==> src/rtl/xc_aessub_pkg.sv <==
// rtl/xc_aessub_pkg.sv - shared types and constants for the AES SubBytes scheduler
//
// Holds the scheduler state encoding, the datapath width and the largest
// supported requester count.
package xc_aessub_pkg;

  localparam int XC_AESSUB_XLEN     = 32;
  localparam int XC_AESSUB_MAX_NREQ = 4;

  typedef enum logic [1:0] {
    IDLE = 2'd0,
    BUSY = 2'd1,
    RESP = 2'd2
  } state_t;

endpackage

==> src/rtl/xc_aessub_rr_arb.sv <==
// rtl/xc_aessub_rr_arb.sv - combinational round-robin arbiter
//
// Grants the first requester at or after ptr, wrapping modulo NREQ.
// Ports:
//   req   - request vector, one bit per requester
//   ptr   - round-robin start index
//   grant - one-hot grant (all zero when req is zero)
//   idx   - index of the granted requester (0 when req is zero)
module xc_aessub_rr_arb #(
  parameter int NREQ = 2
) (
  input  logic [NREQ-1:0]         req,
  input  logic [$clog2(NREQ)-1:0] ptr,
  output logic [NREQ-1:0]         grant,
  output logic [$clog2(NREQ)-1:0] idx
);

  localparam int IW = $clog2(NREQ);

  // One spare bit so ptr + offset cannot overflow before the wrap.
  logic [IW:0]   sum;
  logic [IW-1:0] cand;

  // Scan from the farthest offset down to offset 0 so that the nearest
  // requester to ptr is the one left standing.
  always_comb begin
    grant = '0;
    idx   = '0;
    sum   = '0;
    cand  = '0;
    for (int k = NREQ - 1; k >= 0; k--) begin
      sum = {1'b0, ptr} + (IW + 1)'(k);
      if (sum >= (IW + 1)'(NREQ)) begin
        sum = sum - (IW + 1)'(NREQ);
      end
      cand = sum[IW-1:0];
      if (req[cand]) begin
        grant       = '0;
        grant[cand] = 1'b1;
        idx         = cand;
      end
    end
  end

endmodule

==> src/rtl/xc_aessub_sched.sv <==
// rtl/xc_aessub_sched.sv - round-robin scheduler sharing one AES SubBytes unit
//
// Arbitrates NREQ requesters onto a single SubBytes unit, holds the winner's
// operands stable for the whole operation and buffers the result until the
// owner acknowledges it. Works with any unit latency (su_ready handshake).
// Optional feature macro: XC_AESSUB_SCHED_FLUSH_EN (enables flush abort).
// Ports:
//   clock, reset          - clock, synchronous active-high reset
//   flush                 - abort in-flight operation (flush builds only)
//   req_valid/req_ready   - per-requester request handshake (ready one-hot)
//   req_rs1/req_rs2       - per-requester operands, 32 bits each, packed
//   req_enc/req_rot       - per-requester encrypt and rotate selects
//   rsp_valid/rsp_ready   - per-requester response handshake (valid one-hot)
//   rsp_data              - buffered result shared by all requesters
//   su_*                  - shared SubBytes unit port
//   busy                  - scheduler not idle
//   owner                 - index of the current owner
module xc_aessub_sched
  import xc_aessub_pkg::*;
#(
  parameter int NREQ = 2
) (
  input  logic                     clock,
  input  logic                     reset,
  input  logic                     flush,
  input  logic [NREQ-1:0]          req_valid,
  output logic [NREQ-1:0]          req_ready,
  input  logic [32*NREQ-1:0]       req_rs1,
  input  logic [32*NREQ-1:0]       req_rs2,
  input  logic [NREQ-1:0]          req_enc,
  input  logic [NREQ-1:0]          req_rot,
  output logic [NREQ-1:0]          rsp_valid,
  input  logic [NREQ-1:0]          rsp_ready,
  output logic [31:0]              rsp_data,
  output logic                     su_valid,
  output logic [31:0]              su_rs1,
  output logic [31:0]              su_rs2,
  output logic                     su_enc,
  output logic                     su_rot,
  input  logic                     su_ready,
  input  logic [31:0]              su_result,
  output logic                     su_flush,
  output logic [31:0]              su_flush_data,
  output logic                     busy,
  output logic [$clog2(NREQ)-1:0]  owner
);

  localparam int IW   = $clog2(NREQ);
  localparam int XLEN = XC_AESSUB_XLEN;

  state_t            state, state_next;
  logic [IW-1:0]     rr_ptr, owner_q, grant_idx;
  logic [NREQ-1:0]   grant;
  logic [XLEN-1:0]   rs1_q, rs2_q, rsp_data_q;
  logic              enc_q, rot_q;
  logic              load_op, load_rsp, advance_ptr, flush_act;

`ifdef XC_AESSUB_SCHED_FLUSH_EN
  assign flush_act = flush;
`else
  logic unused_flush;
  assign unused_flush = flush;
  assign flush_act    = 1'b0;
`endif

  xc_aessub_rr_arb #(
    .NREQ (NREQ)
  ) u_arb (
    .req   (req_valid),
    .ptr   (rr_ptr),
    .grant (grant),
    .idx   (grant_idx)
  );

  always_ff @(posedge clock) begin
    if (reset) begin
      state      <= IDLE;
      rr_ptr     <= '0;
      owner_q    <= '0;
      rs1_q      <= '0;
      rs2_q      <= '0;
      enc_q      <= 1'b0;
      rot_q      <= 1'b0;
      rsp_data_q <= '0;
    end else begin
      state <= state_next;
      if (load_op) begin
        owner_q <= grant_idx;
        rs1_q   <= req_rs1[int'(grant_idx)*XLEN +: XLEN];
        rs2_q   <= req_rs2[int'(grant_idx)*XLEN +: XLEN];
        enc_q   <= req_enc[grant_idx];
        rot_q   <= req_rot[grant_idx];
      end
      if (load_rsp) begin
        rsp_data_q <= su_result;
      end
      if (advance_ptr) begin
        if (owner_q == IW'(NREQ - 1)) begin
          rr_ptr <= '0;
        end else begin
          rr_ptr <= owner_q + IW'(1);
        end
      end
    end
  end

  always_comb begin
    state_next  = state;
    req_ready   = '0;
    rsp_valid   = '0;
    su_valid    = 1'b0;
    load_op     = 1'b0;
    load_rsp    = 1'b0;
    advance_ptr = 1'b0;
    case (state)
      IDLE: begin
        if (|req_valid) begin
          req_ready  = grant;
          load_op    = 1'b1;
          state_next = BUSY;
        end
      end
      BUSY: begin
        su_valid = 1'b1;
        if (su_ready) begin
          load_rsp   = 1'b1;
          state_next = RESP;
        end
      end
      RESP: begin
        rsp_valid[owner_q] = 1'b1;
        if (rsp_ready[owner_q]) begin
          advance_ptr = 1'b1;
          state_next  = IDLE;
        end
      end
      default: state_next = IDLE;
    endcase
    // Abort wins over every handshake; rr_ptr is left where it was.
    if (flush_act) begin
      req_ready   = '0;
      load_op     = 1'b0;
      load_rsp    = 1'b0;
      advance_ptr = 1'b0;
      state_next  = IDLE;
    end
  end

  assign su_rs1        = rs1_q;
  assign su_rs2        = rs2_q;
  assign su_enc        = enc_q;
  assign su_rot        = rot_q;
  assign su_flush      = flush_act;
  assign su_flush_data = '0;
  assign rsp_data      = rsp_data_q;
  assign busy          = (state != IDLE);
  assign owner         = owner_q;

endmodule

==> config.mk <==
export PLATFORM = sky130hd
export DESIGN_NAME = xc_aessub_sched
export DESIGN_NICKNAME = d
export VERILOG_FILES = /design/src/rtl/xc_aessub_pkg.sv /design/src/rtl/xc_aessub_rr_arb.sv /design/src/rtl/xc_aessub_sched.sv
export SDC_FILE = /design/constraint.sdc
export NUM_CORES = 1
export LEC_CHECK = 0
export CORE_MARGIN = 1.5
export CORE_UTILIZATION = 33
export DETAILED_ROUTE_END_ITERATION = 6
export PLACE_DENSITY = 0.77
export SYNTH_ARGS = -nofsm -noshare
export SYNTH_HDL_FRONTEND = slang
export SYNTH_SLANG_ARGS = --single-unit
==> constraint.sdc <==
create_clock -name clock -period 1.27 [get_ports clock]
set_input_delay 0.1905 -clock clock [delete_from_list [all_inputs] [get_ports clock]]
set_output_delay 0.1905 -clock clock [all_outputs]
set_load 0.02 [all_outputs]
-- After elaboration in Yosys (flattened, before gate mapping)
Index checks and enable logic that the tools add are counted.
- register bits after elaboration: 102
- input port bits: 172
- output and inout port bits: 138
- word-level logic and storage cells: 72
- add/sub/neg operators: 4
- $lt $le $gt $ge: 9
- eq/ne operators: 5
- shift operators: 2
- multiplexer cells: 37
- reduce and logical (&&, ||, !) cells: 7
- operators by type and width (kind ; count):
    $shiftx A64 B7 Y32 ; 2
    $mux W1 ; 25
    $mux W2 ; 8
    $lt A1 B2 Y1 const B ; 4
    $ne A2 B2 Y1 const B ; 3
    $pmux W2 S3 ; 1
    $demux W1 S1 ; 3
    $ge A1 B1 Y1 const B ; 3
    $logic_and A1 B1 Y1 ; 3
    $reduce_and A3 Y1 ; 1
    $add A1 B1 Y2 const B ; 1
    $eq A2 B1 Y1 const B ; 1
    $eq A2 B2 Y1 const B ; 1
    $ge A1 B2 Y1 const B ; 1
    $ge A2 B2 Y1 const B ; 1
    $logic_not A2 Y1 ; 1
    $reduce_bool A2 Y1 ; 1
    $reduce_or A2 Y1 ; 1
    $sub A1 B1 Y1 const B ; 2
    $add A1 B1 Y1 const B ; 1

-- Longest topological paths before layout
Gate-level depths: netlist of run 1.
- depth in word-level cells: 11
- gate-level depth with buffers: 7
- mapped depth without buffers: 4

-- Hierarchy
A second synthesis of run 1 with hierarchy kept.
- cell total of the unflattened synthesis: 508
- area, all modules: 4863.4 µm²
- by module, submodules not included (module ; instances ; cells an instance ; area each (µm²) ; sequential area each (µm²)):
    xc_aessub_sched ; 1 ; 504 ; 4837.1 ; 2042.0
    xc_aessub_rr_arb ; 1 ; 4 ; 26.3 ; 0.0

-- Worst setup path after synthesis of run 1
Ideal clock, no wire load.
- path kind: reg2reg
- start: register state[1]
- end: register rs2_q[5], in the netlist su_rs2[5]
- setup time: 0.133 ns
- data arrival time: 1.193 ns
- required time: 1.137 ns
- setup slack: -0.056 ns
- cell stages (with the launch flop): 7
- path buffers: 2
- clock period less this slack: 1.326 ns
- cells stage by stage: dfxtp_1 -> nor2_4 -> inv_2 -> nor2_1 -> buf_2 -> buf_2 -> a311oi_1
- longest elaborated chain between the ends: 2
- ends and longest elaborated chain (item ; line ; source):
    start, declared ; xc_aessub_sched.sv:51 ; state_t state, state_next;
    start signal, assigned ; xc_aessub_sched.sv:86 ; state <= state_next;
    $logic_not A2 Y1 ; xc_aessub_sched.sv:115 ; case (state)
    $mux W1 ; xc_aessub_sched.sv:115 ;
    end signal, assigned ; xc_aessub_sched.sv:90 ; rs2_q <= req_rs2[int'(grant_idx)*XLEN +: XLEN];
    end, declared ; xc_aessub_sched.sv:54 ; logic [XLEN-1:0] rs1_q, rs2_q, rsp_data_q;
Every way passes these cells.
A chain may end at the register's enable or synchronous reset.

-- Worst setup path after layout of run 1
- start: register rr_ptr
- end: register rs1_q[24], in the netlist su_rs1[24]
- longest elaborated chain between the ends: 8
- elaborated cells between the ends (all ways): 14
- classes of those cells: add/sub (3); order compare (2); shift (1); mux (8)
- ends and longest elaborated chain (item ; line ; source):
    start, declared ; xc_aessub_sched.sv:52 ; logic [IW-1:0] rr_ptr, owner_q, grant_idx;
    start signal, assigned ; xc_aessub_sched.sv:101 ; rr_ptr <= owner_q + IW'(1);
    $add A1 B1 Y2 ; xc_aessub_rr_arb.sv:32 ; sum = {1'b0, ptr} + (IW + 1)'(k);
    $ge A2 B2 Y1 / $sub A1 B1 Y1 (equally long branches) ; xc_aessub_rr_arb.sv:33, xc_aessub_rr_arb.sv:34 ;
    $mux W1 ; xc_aessub_rr_arb.sv:33 ; if (sum >= (IW + 1)'(NREQ)) begin
    $mux W1 (not written as such) (2 in series) ; xc_aessub_rr_arb.sv:37 ; if (req[cand]) begin
    $mux W1 ; xc_aessub_rr_arb.sv:37 ;
    $mux W1 (*) ; xc_aessub_rr_arb.sv:37 ;
    $shiftx A64 B7 Y32 (*) ; xc_aessub_sched.sv:89 ; rs1_q <= req_rs1[int'(grant_idx)*XLEN +: XLEN];
    end signal, assigned ; xc_aessub_sched.sv:89 ;
    end, declared ; xc_aessub_sched.sv:54 ;
Every way passes the cells marked *; elsewhere a longest branch is shown, timed or not. The select of a mux whose other input is x is not followed.

==> out/qor.yml, run 1 <==
critical_path:
  regToRegSetupSlack_ns: -0.24
  crit_arrival_ns: 1.77
  startpoint_type: "register"
  highest_net_fanout_along_the_worst_path: 5
  cp_data_required_time_ns: 1.52
  critical_path_class: "reg -> reg"
  worstReg2RegStart: "rr_ptr"
  worst_r2r_endpoint: "su_rs1[24]"
  worstRegToRegCells: 7
  kind_of_end_point_of_the_critical_path: "register"
floorplan:
  floorplan.rows: 43
  starting_density_pct: 34.1
  floorplan.die.width_um: 123
  top_level_ports: 310
  die-area_um2: 15200
  dieHeight_um: 123
  core_region_area_um2: 14000
yosys:
  post_synth_num_cell_types: 29
  yosys_register_bits: 102
  postSynthCellCount: 595
  ys.warnings.count: 0
  synth.avg_cell_area_um2: 8.05
  netlist_area_um2: 4790
  synth-seq-area-share_pct: 42.6
route:
  vias_per_cell: 5.41
  drt_first_iter_violations: 259
  post-route-drc-count: 0
  route.vias.total: 5674
  detailedRoute.firstPassIterationCount: 4
  wl_per_cell_um: 19.4
  antenna_left: 0
  wirelength_mm: 20.3
sta:
  clock.fmax_mhz: 661
  grt_setup_unrepaired: "true"
  period_minus_slack_ns: 1.51
  clock_skew_ns: 0.0118
  setup_violations: 71
  report.final.hold_viol_count: 0
  period_utilization_post_route_pct: 119
  slew_viol_final: 0
  setup_slack_ns: -0.242
clock_network:
  cts_tree: "yes"
  cts.clk_slew.worst_paths_ns: 0.07
  holdBufCountCts: 0
  tritoncts_buffer_count: 9
  ctsLongestPathBuffers: 2
  clock_insertion_delay_at_the_later_pin_of_the_skew_report_ns: 0.35
  cts-root-buf: "sky130_fd_sc_hd__clkbuf_16"
  htree_levels: 3
  tritoncts_sink_count: 102
finish:
  mostFrequentLayoutCell: "sky130_fd_sc_hd__clkdlybuf4s50_1"
  diodes: 0
  seqCellArea_um2: 2050
  areaGrowthSynthToFinish_pct: 85.2
  fin_nets: 1037
  most-common-layout-cells: "sky130_fd_sc_hd__clkdlybuf4s50_1 (167), sky130_fd_sc_hd__a21oi_1 (99), sky130_fd_sc_hd__dfxtp_1 (99), sky130_fd_sc_hd__dlygate4sd2_1 (84), sky130_fd_sc_hd__nand3_1 (66)"
  fin_util_pct: 63.2
  n_fill_cell: 1188
  final_design_area_no_fill_um2: 8870
  drive_above_1_share_pct: 19.8
  multiInputGateArea_um2: 2680
worst_hold_path:
  worstHoldEndpoint: "su_rs2[11]"
  hold_start: "reset"
  hold_class: "in -> reg"
  timing.hold.worst_path_depth: 2
grt:
  globalRouteOverflowTotal: 0
  use_met1_pct: 29.4
  use_met3_pct: 7.20
  grt_start_max_net_pins: 43
  use_met2_pct: 44.2
  antenna_found_initial: 0
  grt_use_total_pct: 25.3
  busiest_layer: "met2"
  global_route_wire_length_before_repair_mm: 29.4
  via_count_of_the_first_global_routing_pass: 5414
power:
  static-leakage-power_uw: 0.00355
  power_per_cell_area_nw_per_um2: 1110
  worst_ir_drop_vdd_mv: 0.799
place:
  routabilityCongestion: 0.773
  port_buffers: 275
  place.detailed.hpwl_mm: 12.0
  placed_cell_area_um2: 7710
flow_run:
  max_cap_viol_count: 0
status:
  run_status: "complete, but fails checks"
  violations_in_the_final_reports: "negative setup slack"
[routing by layer]
layer	vias to the layer above	part of all wire, %
li1	2659	-
met1	2659	38
met2	315	50
met3	41	9.7
met4	0	2.3
met5	-	0
[cells by family after synthesis]
group	synth area share (%)
other	0.0783
AND/OR/NAND/NOR	14.2
multiplexers	0.209
buffers and inverters	12.9
flip-flops	42.6
AO/OA/AOI/OAI	30.0
[critical path, stage by stage (launching register included)]
cell and delay [ns]:
sky130_fd_sc_hd__dfxtp_2 0.34, sky130_fd_sc_hd__buf_6 0.11, sky130_fd_sc_hd__and2b_4 0.27, sky130_fd_sc_hd__buf_12 0.12, sky130_fd_sc_hd__buf_12 0.13, sky130_fd_sc_hd__clkbuf_16 0.16, sky130_fd_sc_hd__o21ai_2 0.05, sky130_fd_sc_hd__a311oi_1 0.24
[stage by stage]
step | total power (uW) | setup WS [ns] | hold WS, ns | setup TNS [ns] | instances
after CTS | 9760 | -0.212 | 0.109 | -10.92 | 1046
after global routing | 10300 | -0.344 | 0.122 | -14.77 | 1049
after global placement | 6650 | -0.687 | 0.441 | -48.43 | 1011
after detailed placement | 6680 | -0.808 | 0.448 | -50.58 | 1011
after floorplan | 5210 | -0.00698 | 0.327 | -0.0643 | 627
final | 9850 | -0.242 | 0.120 | -10.71 | 1049
[worst max path at each step]
stage	startpoint	to	cells after the start
2_1_floorplan	state[1]	req_ready[0]	4
3_3_place_gp	req_valid[0]	su_rs2[1]	5
3_5_place_dp	req_valid[0]	su_rs2[8]	5
4_1_cts	rr_ptr	su_rs1[26]	7
5_1_grt	rr_ptr	su_rs1[30]	7
6_report	rr_ptr	su_rs1[24]	7
[registers in the layout, indices dropped and copies added, names as in the netlist]
signal / count
rr_ptr: 1
state: 2
su_rot: 1
su_rs2: 32
su_rs1: 32
su_enc: 1
rsp_data: 32
owner: 1
[area by class of cell]
cell class                 count  area share (%)
multi-input combinational    418            30.2
clock inverter                 5           0.663
sequential                   102            23.1
timing repair buffer         329            40.6
inverter                       5           0.212
tap                          180            2.54
clock buffer                  10            2.69
[what timing repair did]
item / 4_1_cts / 5_1_grt
pin swaps: 58 / 53
resized for setup: 277 / 63
cloned: 12 / 2
setup buffers: 8 / 2
setup endpoints to repair: 173 / 94
[report_power, final]
group | leakage, uW | switching, uW | internal [uW]
clock | 0.000141 | 1270 | 1580
combinational | 0.00256 | 1730 | 1600
sequential | 0.000843 | 166 | 3510
total | 0.00355 | 3170 | 6690
[Yosys cell counts, drive strengths merged]
master	count	area share (%)
nor2b	3	0.39
a311oi	66	12
and2b	1	0.16
a2111oi	1	0.18
inv	5	0.39
and3	2	0.26
and2	1	0.13
conb	1	0.078
nand3	67	7.0
dfxtp	102	43
a22oi	1	0.16
and3b	1	0.18
o21ai	67	7.0
a21oi	101	11
nor2	5	0.55
nand3b	1	0.16
clkbuf	32	2.5
nand2	65	5.1
buf	70	10
or2b	1	0.16
mux2i	1	0.21
or2	1	0.13
Note: power is estimated with default switching activity, not from simulation.
==> inputs of run 2 (changes only) <==
--- a/config.mk
+++ b/config.mk
@@ -5,6 +5,7 @@
 export SDC_FILE = /design/constraint.sdc
 export NUM_CORES = 1
 export LEC_CHECK = 0
+export CAP_MARGIN = 25
 export CORE_MARGIN = 1.5
 export CORE_UTILIZATION = 33
 export DETAILED_ROUTE_END_ITERATION = 6
==> results of run 2 <==
Final layout, timing and power as in run 1 (identical DEF).
==> inputs of run 3 (changes only) <==
--- a/config.mk
+++ b/config.mk
@@ -10,6 +10,7 @@
 export CORE_UTILIZATION = 33
 export DETAILED_ROUTE_END_ITERATION = 6
 export PLACE_DENSITY = 0.77
+export SLEW_MARGIN = 20
 export SYNTH_ARGS = -nofsm -noshare
 export SYNTH_HDL_FRONTEND = slang
 export SYNTH_SLANG_ARGS = --single-unit
==> results of run 3 <==
Final layout, timing and power as in run 1 (identical DEF).
